$ cat src/rtl/otter_lsu_if.sv
// Word-wide memory bus between the OTTER load/store unit and memory.
// The request is held with stable address, byte enables and data until acknowledged.
interface otter_lsu_if;
   logic        mem_req;
   logic        mem_we;
   logic [31:0] mem_addr;
   logic [3:0]  mem_be;
   logic [31:0] mem_wdata;
   logic [31:0] mem_rdata;
   logic        mem_ack;

   modport master (
      output mem_req,
      output mem_we,
      output mem_addr,
      output mem_be,
      output mem_wdata,
      input  mem_rdata,
      input  mem_ack
   );

   modport slave (
      input  mem_req,
      input  mem_we,
      input  mem_addr,
      input  mem_be,
      input  mem_wdata,
      output mem_rdata,
      output mem_ack
   );
endinterface

$ cat src/rtl/otter_lsu.sv
// OTTER load/store unit: one bus access per START, DONE two cycles after START with zero waits
// (one cycle for illegal requests); the bus stalls it by withholding mem_ack, up to TIMEOUT cycles.
module otter_lsu #(
   parameter int unsigned TIMEOUT = 16
) (
   input  logic        clk,
   input  logic        rst,
   input  logic        start,
   input  logic        we,
   input  logic [2:0]  funct3,
   input  logic [31:0] addr,
   input  logic [31:0] wdata,
   output logic        busy,
   output logic        done,
   output logic [31:0] rdata,
   output logic        err,
   otter_lsu_if.master mem
);

   typedef enum logic [1:0] {
      S_IDLE = 2'd0,
      S_REQ  = 2'd1,
      S_FIN  = 2'd2
   } state_t;

   localparam logic [7:0] CNT_LAST = 8'(TIMEOUT - 1);

   state_t      state_q, state_d;
   logic [7:0]  cnt_q, cnt_d;
   logic        err_flag_q, err_flag_d;
   logic        we_q, we_d;
   logic [2:0]  funct3_q, funct3_d;
   logic [1:0]  lane_q, lane_d;
   logic [31:0] mem_addr_q, mem_addr_d;
   logic [3:0]  mem_be_q, mem_be_d;
   logic [31:0] mem_wdata_q, mem_wdata_d;
   logic [31:0] rdata_q, rdata_d;

   logic        req_legal;
   logic [3:0]  req_be;
   logic [31:0] req_wdata;
   logic [7:0]  ld_byte;
   logic [15:0] ld_half;
   logic [31:0] ld_fmt;

   // Decode of the incoming request; funct3[1:0] gives the access size.
   always_comb begin
      req_legal = 1'b0;
      req_be    = 4'b0000;
      req_wdata = wdata;
      case (funct3[1:0])
         2'b00: begin
            req_be    = 4'b0001 << addr[1:0];
            req_wdata = {4{wdata[7:0]}};
            req_legal = !we || !funct3[2];
         end
         2'b01: begin
            req_be    = 4'b0011 << {addr[1], 1'b0};
            req_wdata = {2{wdata[15:0]}};
            req_legal = !addr[0] && (!we || !funct3[2]);
         end
         2'b10: begin
            req_be    = 4'b1111;
            req_wdata = wdata;
            req_legal = (addr[1:0] == 2'b00) && !funct3[2];
         end
         default: begin
            req_legal = 1'b0;
         end
      endcase
   end

   // Load formatting works off the registered lane and size, not the live inputs.
   always_comb begin
      ld_byte = mem.mem_rdata[7:0];
      case (lane_q)
         2'd0:    ld_byte = mem.mem_rdata[7:0];
         2'd1:    ld_byte = mem.mem_rdata[15:8];
         2'd2:    ld_byte = mem.mem_rdata[23:16];
         default: ld_byte = mem.mem_rdata[31:24];
      endcase
      ld_half = lane_q[1] ? mem.mem_rdata[31:16] : mem.mem_rdata[15:0];
      case (funct3_q)
         3'b000:  ld_fmt = {{24{ld_byte[7]}}, ld_byte};
         3'b001:  ld_fmt = {{16{ld_half[15]}}, ld_half};
         3'b100:  ld_fmt = {24'd0, ld_byte};
         3'b101:  ld_fmt = {16'd0, ld_half};
         default: ld_fmt = mem.mem_rdata;
      endcase
   end

   always_comb begin
      state_d     = state_q;
      cnt_d       = cnt_q;
      err_flag_d  = err_flag_q;
      we_d        = we_q;
      funct3_d    = funct3_q;
      lane_d      = lane_q;
      mem_addr_d  = mem_addr_q;
      mem_be_d    = mem_be_q;
      mem_wdata_d = mem_wdata_q;
      rdata_d     = rdata_q;

      case (state_q)
         S_IDLE: begin
            if (start) begin
               we_d        = we;
               funct3_d    = funct3;
               lane_d      = addr[1:0];
               mem_addr_d  = {addr[31:2], 2'b00};
               mem_be_d    = req_be;
               mem_wdata_d = req_wdata;
               cnt_d       = 8'd0;
               if (req_legal) begin
                  err_flag_d = 1'b0;
                  state_d    = S_REQ;
               end else begin
                  err_flag_d = 1'b1;
                  state_d    = S_FIN;
               end
            end
         end
         S_REQ: begin
            // An acknowledge on the last counted cycle beats the timeout.
            if (mem.mem_ack) begin
               if (!we_q) begin
                  rdata_d = ld_fmt;
               end
               state_d = S_FIN;
            end else if (cnt_q == CNT_LAST) begin
               err_flag_d = 1'b1;
               state_d    = S_FIN;
            end else begin
               cnt_d = cnt_q + 8'd1;
            end
         end
         S_FIN: begin
            state_d = S_IDLE;
         end
         default: begin
            state_d = S_IDLE;
         end
      endcase
   end

   always_ff @(posedge clk or posedge rst) begin
      if (rst) begin
         state_q     <= S_IDLE;
         cnt_q       <= 8'd0;
         err_flag_q  <= 1'b0;
         we_q        <= 1'b0;
         funct3_q    <= 3'b000;
         lane_q      <= 2'b00;
         mem_addr_q  <= 32'd0;
         mem_be_q    <= 4'b0000;
         mem_wdata_q <= 32'd0;
         rdata_q     <= 32'd0;
      end else begin
         state_q     <= state_d;
         cnt_q       <= cnt_d;
         err_flag_q  <= err_flag_d;
         we_q        <= we_d;
         funct3_q    <= funct3_d;
         lane_q      <= lane_d;
         mem_addr_q  <= mem_addr_d;
         mem_be_q    <= mem_be_d;
         mem_wdata_q <= mem_wdata_d;
         rdata_q     <= rdata_d;
      end
   end

   // Every output decodes straight from flops, so nothing reaches them from the inputs.
   assign busy          = (state_q != S_IDLE);
   assign done          = (state_q == S_FIN);
   assign err           = (state_q == S_FIN) && err_flag_q;
   assign rdata         = rdata_q;
   assign mem.mem_req   = (state_q == S_REQ);
   assign mem.mem_we    = (state_q == S_REQ) && we_q;
   assign mem.mem_addr  = mem_addr_q;
   assign mem.mem_be    = mem_be_q;
   assign mem.mem_wdata = mem_wdata_q;

endmodule
$ cat src/flat_wrapper.sv
// flat-port wrapper written by rule: the top's interface ports become plain ports
module otter_lsu_flat 
#(
   parameter int unsigned TIMEOUT = 16
)
  (clk, rst, start, we, funct3, addr, wdata, busy, done, rdata, err, mem_mem_req, mem_mem_we, mem_mem_addr, mem_mem_be, mem_mem_wdata, mem_mem_rdata, mem_mem_ack);
  otter_lsu_if mem_i ();
  input  logic clk;
  input  logic rst;
  input  logic start;
  input  logic we;
  input  logic [2:0] funct3;
  input  logic [31:0] addr;
  input  logic [31:0] wdata;
  output logic busy;
  output logic done;
  output logic [31:0] rdata;
  output logic err;
  output wire logic [$bits(mem_i.mem_req)-1:0] mem_mem_req;
  output wire logic [$bits(mem_i.mem_we)-1:0] mem_mem_we;
  output wire logic [$bits(mem_i.mem_addr)-1:0] mem_mem_addr;
  output wire logic [$bits(mem_i.mem_be)-1:0] mem_mem_be;
  output wire logic [$bits(mem_i.mem_wdata)-1:0] mem_mem_wdata;
  input wire logic [$bits(mem_i.mem_rdata)-1:0] mem_mem_rdata;
  input wire logic [$bits(mem_i.mem_ack)-1:0] mem_mem_ack;
  assign mem_mem_req = mem_i.mem_req;
  assign mem_mem_we = mem_i.mem_we;
  assign mem_mem_addr = mem_i.mem_addr;
  assign mem_mem_be = mem_i.mem_be;
  assign mem_mem_wdata = mem_i.mem_wdata;
  assign mem_i.mem_rdata = mem_mem_rdata;
  assign mem_i.mem_ack = mem_mem_ack;
  otter_lsu #(.TIMEOUT(TIMEOUT)) u_core (.clk(clk), .rst(rst), .start(start), .we(we), .funct3(funct3), .addr(addr), .wdata(wdata), .busy(busy), .done(done), .rdata(rdata), .err(err), .mem(mem_i));
endmodule
$ cat config.mk
export PLATFORM = sky130hd
export DESIGN_NAME = otter_lsu_flat
export DESIGN_NICKNAME = d
export VERILOG_FILES = /design/src/rtl/otter_lsu_if.sv /design/src/rtl/otter_lsu.sv /design/src/flat_wrapper.sv
export SDC_FILE = /design/constraint.sdc
export NUM_CORES = 1
export LEC_CHECK = 0
export CORE_MARGIN = 1.5
export CORE_UTILIZATION = 40
export CTS_CLUSTER_SIZE = 24
export DETAILED_ROUTE_END_ITERATION = 8
export PLACE_DENSITY = 0.76
export SYNTH_ARGS = -nofsm -noshare
export SYNTH_HDL_FRONTEND = slang
export SYNTH_SLANG_ARGS = --single-unit
$ cat constraint.sdc
create_clock -name clk -period 3.6 [get_ports clk]
set_input_delay 0.36 -clock clk [delete_from_list [all_inputs] [get_ports clk]]
set_output_delay 0.36 -clock clk [all_outputs]
set_load 0.1 [all_outputs]
### Yosys cells after proc, flatten, opt, wreduce, memory -nomap -nowiden

Cells that the tools add are included.

| word-level totals | value |
|---|---|
| flip-flop bits (word level) | 115 |
| bits in latches | 0 |
| RAM bits | 0 |
| ROM bits | 0 |
| input bits | 104 |
| output and inout bits | 105 |
| word-level logic and storage cells | 69 |
| memories | 0 |

| operators by class | value |
|---|---|
| $add $sub $neg | 1 |
| $mul | 0 |
| divide/modulo/power cells | 0 |
| $lt $le $gt $ge | 0 |
| equal/unequal tests | 15 |
| shifts and indexed selects | 2 |
| mux-type cells | 20 |
| bitwise gates (word level) | 1 |
| reduce and logical (&&, ||, !) cells | 20 |

Operators with widths:

| cell | count |
|---|---|
| $pmux 32 s4 | 1 |
| $pmux 32 s2 | 1 |
| $mux 8 | 3 |
| $pmux 8 s3 | 1 |
| $mux 16 | 1 |
| $pmux 8 s2 | 1 |
| $pmux 4 s3 | 1 |
| $add 8x1->8 const B | 1 |
| $eq 8x4->1 const B | 1 |
| $logic_not 2->1 | 4 |
| $mux 2 | 4 |
| $reduce_and 4->1 | 2 |
| $eq 2x1->1 const B | 3 |
| $eq 2x2->1 const B | 3 |
| $eq 3x3->1 const B | 2 |
| $ne 2x2->1 const B | 3 |
| $logic_and 1x1->1 | 4 |
| $mux 1 | 4 |
| $pmux 2 s2 | 1 |
| $reduce_and 2->1 | 2 |
| $reduce_bool 2->1 | 2 |
| $shl 1x2->4 const A | 1 |
| $shl 2x2->4 const A | 1 |
| $eq 3x1->1 const B | 1 |
| 9 further kinds | 11 |

### Depth between registers and ports, before layout

| logic depth | value |
|---|---|
| depth after elaboration | 7 |
| depth in mapped cells | 6 |

### Least setup slack after synthesis

Ideal clock, no wire load.

| timing | value |
|---|---|
| path kind | register to output |
| start point | register u_core.state_q[1] |
| end point | output port err |
| arrival | 2.911 ns |
| required time | 3.240 ns |
| setup slack | 0.329 ns |
| cell stages (with the launch flop) | 4 |
| cell sequence | dfrtp_1 -> clkbuf_1 -> nor2b_1 -> and2_1 |

| on the way | value |
|---|---|
| cells in the longest elaborated chain, start to end | 2 |

Ends and longest elaborated chain:

| element | RTL line | source |
|---|---|---|
| start: declaration | otter_lsu.sv:28 | `state_t state_q, state_d;` |
| start signal: assignment | otter_lsu.sv:159 | `state_q <= state_d;` |
| $eq 2x2->1 | - |  |
| net done | flat_wrapper.sv:16 | `output logic done;` |
| $logic_and 1x1->1 | otter_lsu.sv:175 | `assign err = (state_q == S_FIN) && err_flag_q;` |
| end: declaration | flat_wrapper.sv:18 | `output logic err;` |

The timed path passes the listed nets, and every way through them passes these cells.

### Worst setup path after layout

| timing | value |
|---|---|
| start point | register u_core.state_q[1] |
| end point | output port mem_mem_req |

| on the way | value |
|---|---|
| cells in the longest elaborated chain, start to end | 1 |

Ends and longest elaborated chain:

| element | RTL line | source |
|---|---|---|
| $eq 2x1->1 | otter_lsu.sv:177 | `assign mem.mem_req = (state_q == S_REQ);` |
| end: declaration | flat_wrapper.sv:19 | `output wire logic [$bits(mem_i.mem_req)-1:0] mem_mem_req;` |

Every way passes these cells.

==> flow_metrics.env <==
export IMPL_critical_path_cell_chain="and2b_1 -> clkdlybuf4s50_1"
export IMPL_place_congestion=0.867
export IMPL_drv_slew=0
export IMPL_power_frac_seq_pct=23.4
export IMPL_htree_levels=4
export IMPL_p_sw_share_pct=54.5
export IMPL_hold_slack_ns=0.464
export IMPL_reg2reg_slack_ns=1.51
export IMPL_crit_arrival_ns=2.37
export IMPL_end_kind="output pin"
export IMPL_grt_overflow_total=0
export IMPL_hold_end="u_core.mem.mem_addr[12]$_DFFE_PP0P_"
export IMPL_die_h_um=119
export IMPL_clkPwrFrac_pct=20.0
export IMPL_layout_setup_ws_ns=0.869
export IMPL_numCtsBuffers=17
export IMPL_clkLatencyLatePin_ns=0.42
export IMPL_maxCapViolations=0
export IMPL_layout_common_cells="clkdlybuf4s50_1 (204), nand2_1 (196), dfrtp_1 (115)"
export IMPL_r2r_end="u_core.rdata[17]$_DFFE_PP0P_"
export IMPL_pwr_density_cell_nw_per_um2=1070
export IMPL_cp_max_fo=13
export IMPL_cts_sinks=115
export IMPL_final_layout_size_suffix_gt1_share_pct=6.82
export IMPL_synth_main_ff_cell="dfrtp_1"
export IMPL_clk_pin_slew_ns=0.06
export IMPL_drt_drc_violations_left=0
export IMPL_fill_cells=1104
export IMPL_max_freq_mhz=366
export IMPL_grt_use_total_pct=22.9
export IMPL_avgRoutedWirePerCell_um=16.1
export IMPL_cts_tree="yes"
export IMPL_drt_total_wl_um=15800
export IMPL_dp_hpwl_um=11100
export IMPL_synthArstFlopShare_pct=100
export IMPL_syn_area_um2=5410
export IMPL_synth_cells=602
export IMPL_worstSetupStartpointType="flip-flop"
export IMPL_rsz0062_at_grt="no"
export IMPL_p_comb_share_pct=56.6
export IMPL_grt_antenna_before_repair=0
export IMPL_cp_top_family="buffers and inverters"
export IMPL_cts_resized_gates=0
export IMPL_clockBufferDepth=2
export IMPL_maxSlewHeadroom_pct=27.3
export IMPL_min_from="addr[12]"
export IMPL_ys_warnings_count=0
export IMPL_p_leak_nw=3.71
export IMPL_required_ns=3.24
export IMPL_vias=5026
export IMPL_internal_power_mw=4.00
export IMPL_syn_area_per_cell_um2=8.98
export IMPL_drt_iter0_drc=426
export IMPL_skew_ns=0.00458
export IMPL_antenna_left=0
export IMPL_io_buffers=206
export IMPL_cts_setup_buffers=0
export IMPL_synth_distinct_cells=45
export IMPL_grt_max_degree=100
export IMPL_path_buf_inv=1
export IMPL_final_cells=983
export IMPL_dp_slack_ns=1.19
export IMPL_hold_depth=3
export IMPL_routed_via_density=5.11
export IMPL_hold_viol=0
export IMPL_utilization_pct=62.0
export IMPL_final_nets=899
export IMPL_core_um2=13200
export IMPL_die_area_um2=14200
export IMPL_antenna_cells=0
export IMPL_row_count=42
export IMPL_status="complete, no violations"
export IMPL_worstHoldPathType="in -> reg"
export IMPL_pin_count=209
export IMPL_cpMaxStageDelayCell="clkdlybuf4s50_1"
export IMPL_min_period_ns=2.73
export IMPL_setup_viol=0
export IMPL_initial_core_util_pct=41.0
export IMPL_worstSetupPathType="reg -> out"
export IMPL_postCtsHoldBufs=0
export IMPL_layout_commonest_cell="clkdlybuf4s50_1"
export IMPL_rr_worst_depth=3
export IMPL_peakVddDrop_mv=0.580
export IMPL_cpPeakStageDelay_ns=1.15
export IMPL_place_inst=951
export IMPL_cts_root_buf="clkbuf_16"
export IMPL_tns_ns=0
export IMPL_first_global_vias=4993
export IMPL_grt_pass1_wl_um=25400
export IMPL_power_switching_mw=4.79
export IMPL_ys_seq_area_share_pct=53.2
export IMPL_die_w_um=119
export IMPL_drt_pass1_iter_count=5
export IMPL_synth_edf_count=0
export IMPL_r2r_start="u_core.state_q[1]$_DFFE_PP0P_"
export IMPL_worstMarginPinSlew_ns=1.09
export IMPL_area_growth_pct=51.4
export IMPL_period_share_pct=75.9
export IMPL_synth_seq_cells=115
-- flip-flops by register name (all words and copies together), names as in the netlist --
register,count
u_core.we_q,1
u_core.funct3_q,3
u_core.rdata,32
u_core.err_flag_q,1
u_core.lane_q,2
u_core.cnt_q,8
u_core.mem.mem_be,4
u_core.mem.mem_addr,30
u_core.mem.mem_wdata,32
u_core.state_q,2
-- tightest hold or removal path, cell delays in order --
cell and delay, ns:
clkdlybuf4s50_1 0.39, nand2_1 0.05, nand2_1 0.04
-- power groups by stage --
stage	Combinational, mW	Clock, mW	Sequential (mW)
2_1_floorplan	0.814	0	4.99
3_3_place_gp	4.94	0	2.05
3_5_place_dp	4.98	0	2.07
4_1_cts	4.99	1.78	2.06
5_1_grt	5.15	1.83	2.12
6_report	4.97	1.75	2.06
-- final cells by class --
cell class,count,area (um2),area share [%]
Clock inverter,14,186,2.28
Tap cell,176,220,2.69
Multi-Input combinational cell,440,2330,28.5
Clock buffer,18,429,5.24
Sequential cell,115,2880,35.2
Inverter,6,25.0,0.306
Timing Repair Buffer,214,2120,25.9
-- through the flow --
stage / power (mW) / area [um2]
after global placement: 6.99 / 7570
after global routing: 9.10 / 8180
after CTS: 8.83 / 8180
final: 8.78 / 8180
after detailed placement: 7.05 / 7570
after floorplan: 5.80 / 5410
-- cells in the mapped netlist, types with 2 or more instances --
| cell type | n | share of area, % |
|---|---|---|
| a221oi_1 | 2 | 0.32 |
| dfrtp_1 | 115 | 53 |
| a41o_1 | 2 | 0.37 |
| nor2b_1 | 8 | 0.93 |
| mux2i_1 | 32 | 5.9 |
| a211oi_1 | 9 | 1.2 |
| clkbuf_1 | 32 | 2.2 |
| nor3_1 | 3 | 0.28 |
| nand3_1 | 35 | 3.2 |
| nand2b_1 | 12 | 1.4 |
| and2_1 | 2 | 0.23 |
| nor2_1 | 32 | 2.2 |
| a21oi_1 | 17 | 1.6 |
| buf_6 | 2 | 0.42 |
| a2111oi_0 | 4 | 0.65 |
| nand2_1 | 196 | 14 |
| mux2_2 | 8 | 1.7 |
| inv_1 | 6 | 0.42 |
| xnor2_1 | 3 | 0.49 |
| nor3b_1 | 8 | 1.1 |
| buf_4 | 2 | 0.28 |
| a31oi_1 | 3 | 0.35 |
| o21ai_0 | 42 | 3.9 |
| buf_2 | 6 | 0.56 |
-- worst max-delay path by stage --
| stage | startpoint | to | slack [ns] | cells after the start |
|---|---|---|---|---|
| CTS | u_core.state_q[1]$_DFFE_PP0P_ | mem_mem_req | 0.87 | 2 |
| global route | u_core.state_q[1]$_DFFE_PP0P_ | mem_mem_req | 0.80 | 2 |
| global placement | mem_mem_ack | u_core.rdata[28]$_DFFE_PP0P_ | 1.33 | 4 |
| detailed placement | mem_mem_ack | u_core.rdata[17]$_DFFE_PP0P_ | 1.19 | 4 |
| floorplan | rst | u_core.cnt_q[0]$_DFFE_PP0P_ | 0.20 | 1 |
| finish | u_core.state_q[1]$_DFFE_PP0P_ | mem_mem_req | 0.87 | 2 |
-- per-layer routing --
metal,up-vias,track usage [%],share of wire [%]
met3,32,10.2,11
met1,2364,28.9,43
met5,-,0,0
met4,0,9.34,2.4
li1,2391,-,-
met2,239,34.2,44
-- cell families (layout without fill, tap and decap cells) --
logic type | after synthesis | in the layout | synth area share (%)
adder cells (fa/ha/maj) | 1 | 1 | 0.231
other | 1 | 2 | 0.0694
buffers and inverters | 48 | 252 | 3.89
flip-flops | 115 | 115 | 53.2
AND/OR/NAND/NOR | 306 | 306 | 24.4
multiplexers | 41 | 41 | 8.01
XOR/XNOR | 3 | 3 | 0.486
AO/OA/AOI/OAI | 87 | 87 | 9.63
Note: power is estimated with default switching activity, not from simulation.
